File: src/rtl/gate_pkg.sv
// Shared mode encodings for the debounced gate reduction select.
package gate_pkg;
  localparam int MODE_W = 2;

  localparam logic [MODE_W-1:0] MODE_AND  = 2'd0;
  localparam logic [MODE_W-1:0] MODE_OR   = 2'd1;
  localparam logic [MODE_W-1:0] MODE_XOR  = 2'd2;
  localparam logic [MODE_W-1:0] MODE_NAND = 2'd3;
endpackage

File: src/rtl/debounce_ch.sv
// One input channel: two-flop synchroniser followed by a persistence counter
// that only accepts a new level after DEBOUNCE consecutive mismatching clocks.
module debounce_ch #(
  parameter int DEBOUNCE = 50000
) (
  input  logic clk,
  input  logic rst,
  input  logic din,
  output logic dout
);
  localparam int CNT_W = (DEBOUNCE < 2) ? 1 : $clog2(DEBOUNCE + 1);
  localparam logic [CNT_W-1:0] CNT_LAST = CNT_W'(DEBOUNCE - 1);

  logic             sync1_q, sync2_q;
  logic             stable_q, stable_d;
  logic [CNT_W-1:0] cnt_q, cnt_d;

  always_comb begin
    stable_d = stable_q;
    cnt_d    = cnt_q;
    if (sync2_q == stable_q) begin
      cnt_d = '0;
    end else if (cnt_q == CNT_LAST) begin
      stable_d = sync2_q;
      cnt_d    = '0;
    end else begin
      cnt_d = cnt_q + 1'b1;
    end
  end

  always_ff @(posedge clk or posedge rst) begin
    if (rst) begin
      sync1_q  <= 1'b0;
      sync2_q  <= 1'b0;
      stable_q <= 1'b0;
      cnt_q    <= '0;
    end else begin
      sync1_q  <= din;
      sync2_q  <= sync1_q;
      stable_q <= stable_d;
      cnt_q    <= cnt_d;
    end
  end

  assign dout = stable_q;
endmodule

File: src/rtl/debounced_gate.sv
// N_IN debounced inputs reduced by a runtime-selected function into one
// registered output, plus a one-cycle pulse whenever that output toggles.
module debounced_gate
  import gate_pkg::*;
#(
  parameter int N_IN     = 2,
  parameter int DEBOUNCE = 50000
) (
  input  logic              clk,
  input  logic              rst,
  input  logic [N_IN-1:0]   in_bits,
  input  logic [MODE_W-1:0] mode,
  output logic [N_IN-1:0]   stable_q,
  output logic              out_0,
  output logic              out_changed
);
  logic out_q, out_d;
  logic changed_q, changed_d;

  for (genvar i = 0; i < N_IN; i++) begin : g_ch
    debounce_ch #(
      .DEBOUNCE(DEBOUNCE)
    ) u_ch (
      .clk (clk),
      .rst (rst),
      .din (in_bits[i]),
      .dout(stable_q[i])
    );
  end

  // Mode is used directly (not synchronised) so a new mode shows after one edge.
  always_comb begin
    out_d = 1'b0;
    case (mode)
      MODE_AND:  out_d = &stable_q;
      MODE_OR:   out_d = |stable_q;
      MODE_XOR:  out_d = ^stable_q;
      MODE_NAND: out_d = ~&stable_q;
      default:   out_d = 1'b0;
    endcase
    changed_d = (out_d != out_q);
  end

  always_ff @(posedge clk or posedge rst) begin
    if (rst) begin
      out_q     <= 1'b0;
      changed_q <= 1'b0;
    end else begin
      out_q     <= out_d;
      changed_q <= changed_d;
    end
  end

  assign out_0       = out_q;
  assign out_changed = changed_q;
endmodule
File: config.mk
export PLATFORM = sky130hd
export DESIGN_NAME = debounced_gate
export DESIGN_NICKNAME = d
export VERILOG_FILES = /design/src/rtl/gate_pkg.sv /design/src/rtl/debounce_ch.sv /design/src/rtl/debounced_gate.sv
export SDC_FILE = /design/constraint.sdc
export NUM_CORES = 1
export LEC_CHECK = 0
export BUFFER_PORTS_ARGS = -buffer_cell sky130_fd_sc_hd__buf_4
export CORE_UTILIZATION = 60
export DETAILED_ROUTE_END_ITERATION = 10
export PLACE_DENSITY = 0.86
export SYNTH_ARGS = -nofsm -noshare
export SYNTH_HDL_FRONTEND = slang
export SYNTH_HIERARCHICAL = 1
export SYNTH_SLANG_ARGS = --single-unit
File: constraint.sdc
create_clock -name clk -period 1.7 [get_ports clk]
set_input_delay 0.255 -clock clk [delete_from_list [all_inputs] [get_ports clk]]
set_output_delay 0.255 -clock clk [all_outputs]
set_load 0.01 [all_outputs]
# ---- Yosys cells after proc, flatten, opt, wreduce, memory -nomap -nowiden
# Index checks and enable logic that the tools add are counted.
# W data, S select, Z words.
dict set report classes {
  addsub 2
  n_mul 0
  div_mod_pow 0
  magnitude_cmp 0
  n_eq_ne 8
  n_shift 0
  n_mux 5
  n_bitwise 2
  n_reduce_logical 7
}
# op count
set ops {}
lappend ops {{$mux W16} 4}
lappend ops {{$add A16 B1 Y16 const B} 2}
lappend ops {{$eq A16 B16 Y1 const B} 2}
lappend ops {{$reduce_and A2 Y1} 3}
lappend ops {{$eq A2 B2 Y1 const B} 2}
lappend ops {{$pmux W1 S4} 1}
lappend ops {{$eq A1 B1 Y1} 2}
lappend ops {{$eq A2 B1 Y1 const B} 1}
lappend ops {{$logic_not A2 Y1} 1}
lappend ops {{$not A1 Y1} 2}
lappend ops {{$reduce_or A2 Y1} 1}
lappend ops {{$reduce_xor A2 Y1} 1}
lappend ops {{$logic_not A1 Y1} 1}
lappend ops {{$ne A1 B1 Y1} 1}
dict set report word_totals {
  ff_bits 40
  latch_bits 0
  ramBits 0
  rom_bits 0
  out_inout_bits 4
  word_cells 34
  memories 0
}

# ---- Longest topological paths before layout
dict set report depth {
  word_depth 4
  ltp_mapped 7
  mapped_depth_nobuf 5
}

# ---- Modules after synthesis
# Netlist, hierarchy kept.
# module instances cells_each area_per_inst_um2
set modules_own_cells {}
lappend modules_own_cells {debounce_ch 2 87 982.2}
lappend modules_own_cells {debounced_gate 1 22 175.2}

# ---- Worst setup path after synthesis
# Ideal clock, no wire load.
dict set report synth_path {
  path_kind {register to register}
  startpoint {register g_ch[0].u_ch.cnt_q[0]}
  endpoint {register g_ch[0].u_ch.stable_q}
  setup_time_ns 0.125
  t_arrival_ns 1.378
  required_ns 1.575
  slack_ns 0.198
  stages_incl_launch_ff 6
  n_path_buf 1
  synth_period_minus_slack_ns 1.502
  path_cell_list {dfrtp_1 -> ha_1 -> and3_1 -> buf_4 -> nand4_2 -> mux2_2}
}
dict set report synth_via {
  elab_chain_cells 2
}
# element line
set synth_rtl {}
lappend synth_rtl {{from (decl)} debounce_ch.sv:16} ;# logic [CNT_W-1:0] cnt_q, cnt_d;
lappend synth_rtl {{from (signal assigned)} debounce_ch.sv:41} ;# cnt_q <= cnt_d;
lappend synth_rtl {{$eq A16 B16 Y1} debounce_ch.sv:23} ;# end else if (cnt_q == CNT_LAST) begin
lappend synth_rtl {{$reduce_and A2 Y1 (no line)} n/a}
lappend synth_rtl {{to (signal assigned)} debounce_ch.sv:40} ;# stable_q <= stable_d;
lappend synth_rtl {{to (decl)} debounce_ch.sv:15} ;# logic stable_q, stable_d;
# No other way between the ends.
# A chain may end at the register's enable or synchronous reset.

# ---- Final worst setup path
# Ends and elaborated chain as after synthesis.

==> impl_metrics.toml <==
[outcome]
status = "completed"

[logic_synthesis]
muxShareOfSynthArea_pct = 1.053
synth_ff_type = "dfrtp_1"
avgSynthCellArea_um2 = 10.92
synth-compound-area-share_pct = 1.228
synthCells = 196
synth.distinct_cells = 33
synth_xor_area_share_pct = 12.28
synthSimpleGateAreaFrac_pct = 31.40
synth_edf_count = 0
synthArstFlopShare_pct = 100.0
ys_ff_latch = 40
seq_area_frac_synth_pct = 46.78
synth_top_family_by_area = "simple AND/OR/NAND/NOR gates"
ys_warn_count = 6
synth_fa_ha_area_share_pct = 2.339
syn-num-nets = 206
syn_area_mm2 = 0.002140

[layout]
nets = 220
diodes = 0
fill_cells = 280
final_common_cell = "dfrtp_1"
mostFrequentLayoutCells = "40 x dfrtp_1, 31 x nor2_1, 18 x xnor2_1"
stdcell_area_mm2 = 0.002330
area.growth.synth_to_final_pct = 8.889
drive_gt1_share_pct = 21.33

[critical_path]
reg2regPathDepth = 4
rrSetupSlack_ns = 0.14
r2r_end = "g_ch[0].u_ch/dout"
crit_required_ns = 1.95
critPathLaunchType = "flip-flop"
critPathKind = "flip-flop to flip-flop"
endpoint_kind = "flip-flop"
crit_fanout = 6
cp.arrival_ns = 1.81
r2r_start = "g_ch[0].u_ch/cnt_q[0]"

[clock_tree]
cts_tree = "done"
htreeDepth = 2
root_buffer = "clkbuf_4"
clockBufferDepth = 2
clkTransAtPathRegs_ns = 0.12
numCtsBuffers = 5
worstSkewPairLatency_ns = 0.36
postCtsSetupRepairBufs = 0
numClockSinks = 40

[power_and_ir_drop]
swShare_pct = 22.73
power_density_mw_per_mm2 = 732.5
sequentialPowerShare_pct = 58.3
cellLeakagePower_nw = 1.010
p_total_mw = 1.707
clkPwrFrac_pct = 36.1
ir_drop_mv = 0.5740
combPwrFrac_pct = 5.6
intPower_mw = 1.319
power_switching_mw = 0.3880

[timing]
max-slew-margin-rel_pct = 52.46
clock.fmax_ghz = 0.6399
fin_crit_sh_pct = 91.93
setup_slack_ns = 0.1371
skew_ns = 0.007737
period_needed_ns = 1.563
hold_viol_final = 0
tightest_slew_ns = 0.7123
drv_slew = 0
rsz0062_at_grt = "false"
setup_viol = 0
tns_ns = 0

[drt]
dr.first_iter.drc_count = 52
routed_wl_um = 3865
viasPerCell = 5.774
remaining_drc_errors = 0
drtPass1Iterations = 4
wire_per_inst_um = 15.04
drtAntennaViolNets = 0
num_vias = 1484

[worst_hold_path]
whs_endpoint = "out_0"
min_path_cells = 2
hold_start = "mode[1]"
hold_class = "input pin to flip-flop"

[floorplan]
die_area_mm2 = 0.003809
ios = 10
initial_core_util_pct = 63.62
fp-row-count = 21
die_height_um = 61.72
chipWidth_um = 61.72
core_area_mm2 = 0.003363

[grt]
grt_max_degree = 20
globalRouteOverflowTotal = 0
grt_usage_pct = 24.82
grt_antenna_before_repair = 0
grt_pass1_vias = 1483
grt_pass1_wl_um = 6617

[place]
place_congestion = 0.8303
placed_area_mm2 = 0.002212
hpwl_um = 2855
port_buffers = 9
pre_cts_slack_ns = 0.05644

[flow_run]
maxCapViolCount = 0
## final cells by class
| cell class | count | area [um2] | area share (%) |
|---|---|---|---|
| multi-input combinational | 140 | 1045 | 44.84 |
| sequential | 40 | 1001 | 42.96 |
| timing repair buffer | 15 | 120.1 | 5.156 |
| tap | 46 | 57.56 | 2.470 |
| clock buffer | 6 | 41.29 | 1.772 |
| clock inverter | 2 | 35.03 | 1.504 |
| inverter | 8 | 30.03 | 1.289 |
## timing repair
action | in CTS | in global routing
gates resized for setup | 0 | 3
setup endpoints to repair | 0 | 18
hold endpoints to repair | 4 | 0
hold buffers | 3 | 0
## state kept, by name, summed over array words and instances, names as in the netlist
| name | flops |
|---|---|
| g_ch.u_ch/cnt_q | 32 |
| g_ch.u_ch/dout | 2 |
| g_ch.u_ch/sync1_q | 2 |
| g_ch.u_ch/sync2_q | 2 |
| out_0 | 1 |
| out_changed | 1 |
## cell usage after synthesis, types with 4 or more instances
| master | instances | area, um2 |
|---|---|---|
| buf_4 | 4 | 30.03 |
| nand4_1 | 11 | 68.82 |
| and3_1 | 4 | 25.02 |
| nand3_1 | 11 | 55.05 |
| nor2_1 | 31 | 116.4 |
| xnor2_1 | 18 | 157.7 |
| nor3_1 | 4 | 20.02 |
| ha_1 | 4 | 50.05 |
| inv_1 | 8 | 30.03 |
| xor2_1 | 12 | 105.1 |
| nand2_1 | 5 | 18.77 |
| nor4_2 | 6 | 75.07 |
| dfrtp_1 | 40 | 1001 |
| buf_6 | 4 | 45.04 |
| nor2_2 | 4 | 25.02 |
## worst max path at each step
stage,end,slack [ns],start
final,g_ch[0].u_ch/dout,0.14,g_ch[0].u_ch/cnt_q[0]
after global routing,g_ch[1].u_ch/cnt_q[12],0.04,g_ch[1].u_ch/cnt_q[0]
after detailed placement,g_ch[0].u_ch/cnt_q[7],0.06,g_ch[0].u_ch/cnt_q[0]
after floorplan,g_ch[0].u_ch/dout,0.20,g_ch[0].u_ch/cnt_q[0]
after CTS,g_ch[0].u_ch/cnt_q[7],0.03,g_ch[0].u_ch/cnt_q[0]
after global placement,g_ch[0].u_ch/cnt_q[3],0.16,g_ch[0].u_ch/cnt_q[0]
## metrics by stage
step | hold slack, ns | util (%) | instances
global route | 0.09853 | 69.27 | 257
floorplan | -0.003815 | - | 196
detailed placement | 0.1331 | 65.77 | 246
CTS | 0.09997 | 68.94 | 257
finish | 0.1174 | 69.27 | 257
global placement | 0.1275 | 65.77 | 246
## routing by layer
layer / global-route usage, % / wire, um / vias to the layer above
met2: 39.32 / 1885 / 37
li1: - / - / 701
met5: 0 / 0 / -
met3: 6.211 / 173 / 8
met1: 31.79 / 1732 / 738
met4: 12.70 / 73 / 0
## power groups by stage
stage                     clock network, mW  registers [mW]  logic, mW
after detailed placement                  0            1.01     0.0912
after floorplan                           0            1.01     0.0592
after global routing                  0.666            1.00      0.111
after CTS                             0.628           0.995     0.0968
after global placement                    0            1.01     0.0837
final                                 0.616           0.995     0.0955
## kinds of logic after synthesis
group	count (synthesis)
buf+inv	16
compound gates	4
mux	2
flops	40
xor+xnor	30
fa+ha+maj	4
simple gates	100
## critical path, stage by stage, from the launching register on
cell and delay [ns]:
dfrtp_1 0.45, ha_1 0.26, and3_2 0.27, nand4_2 0.13
mux2_2 0.35
No activity file was read; power rests on OpenSTA's default activity.
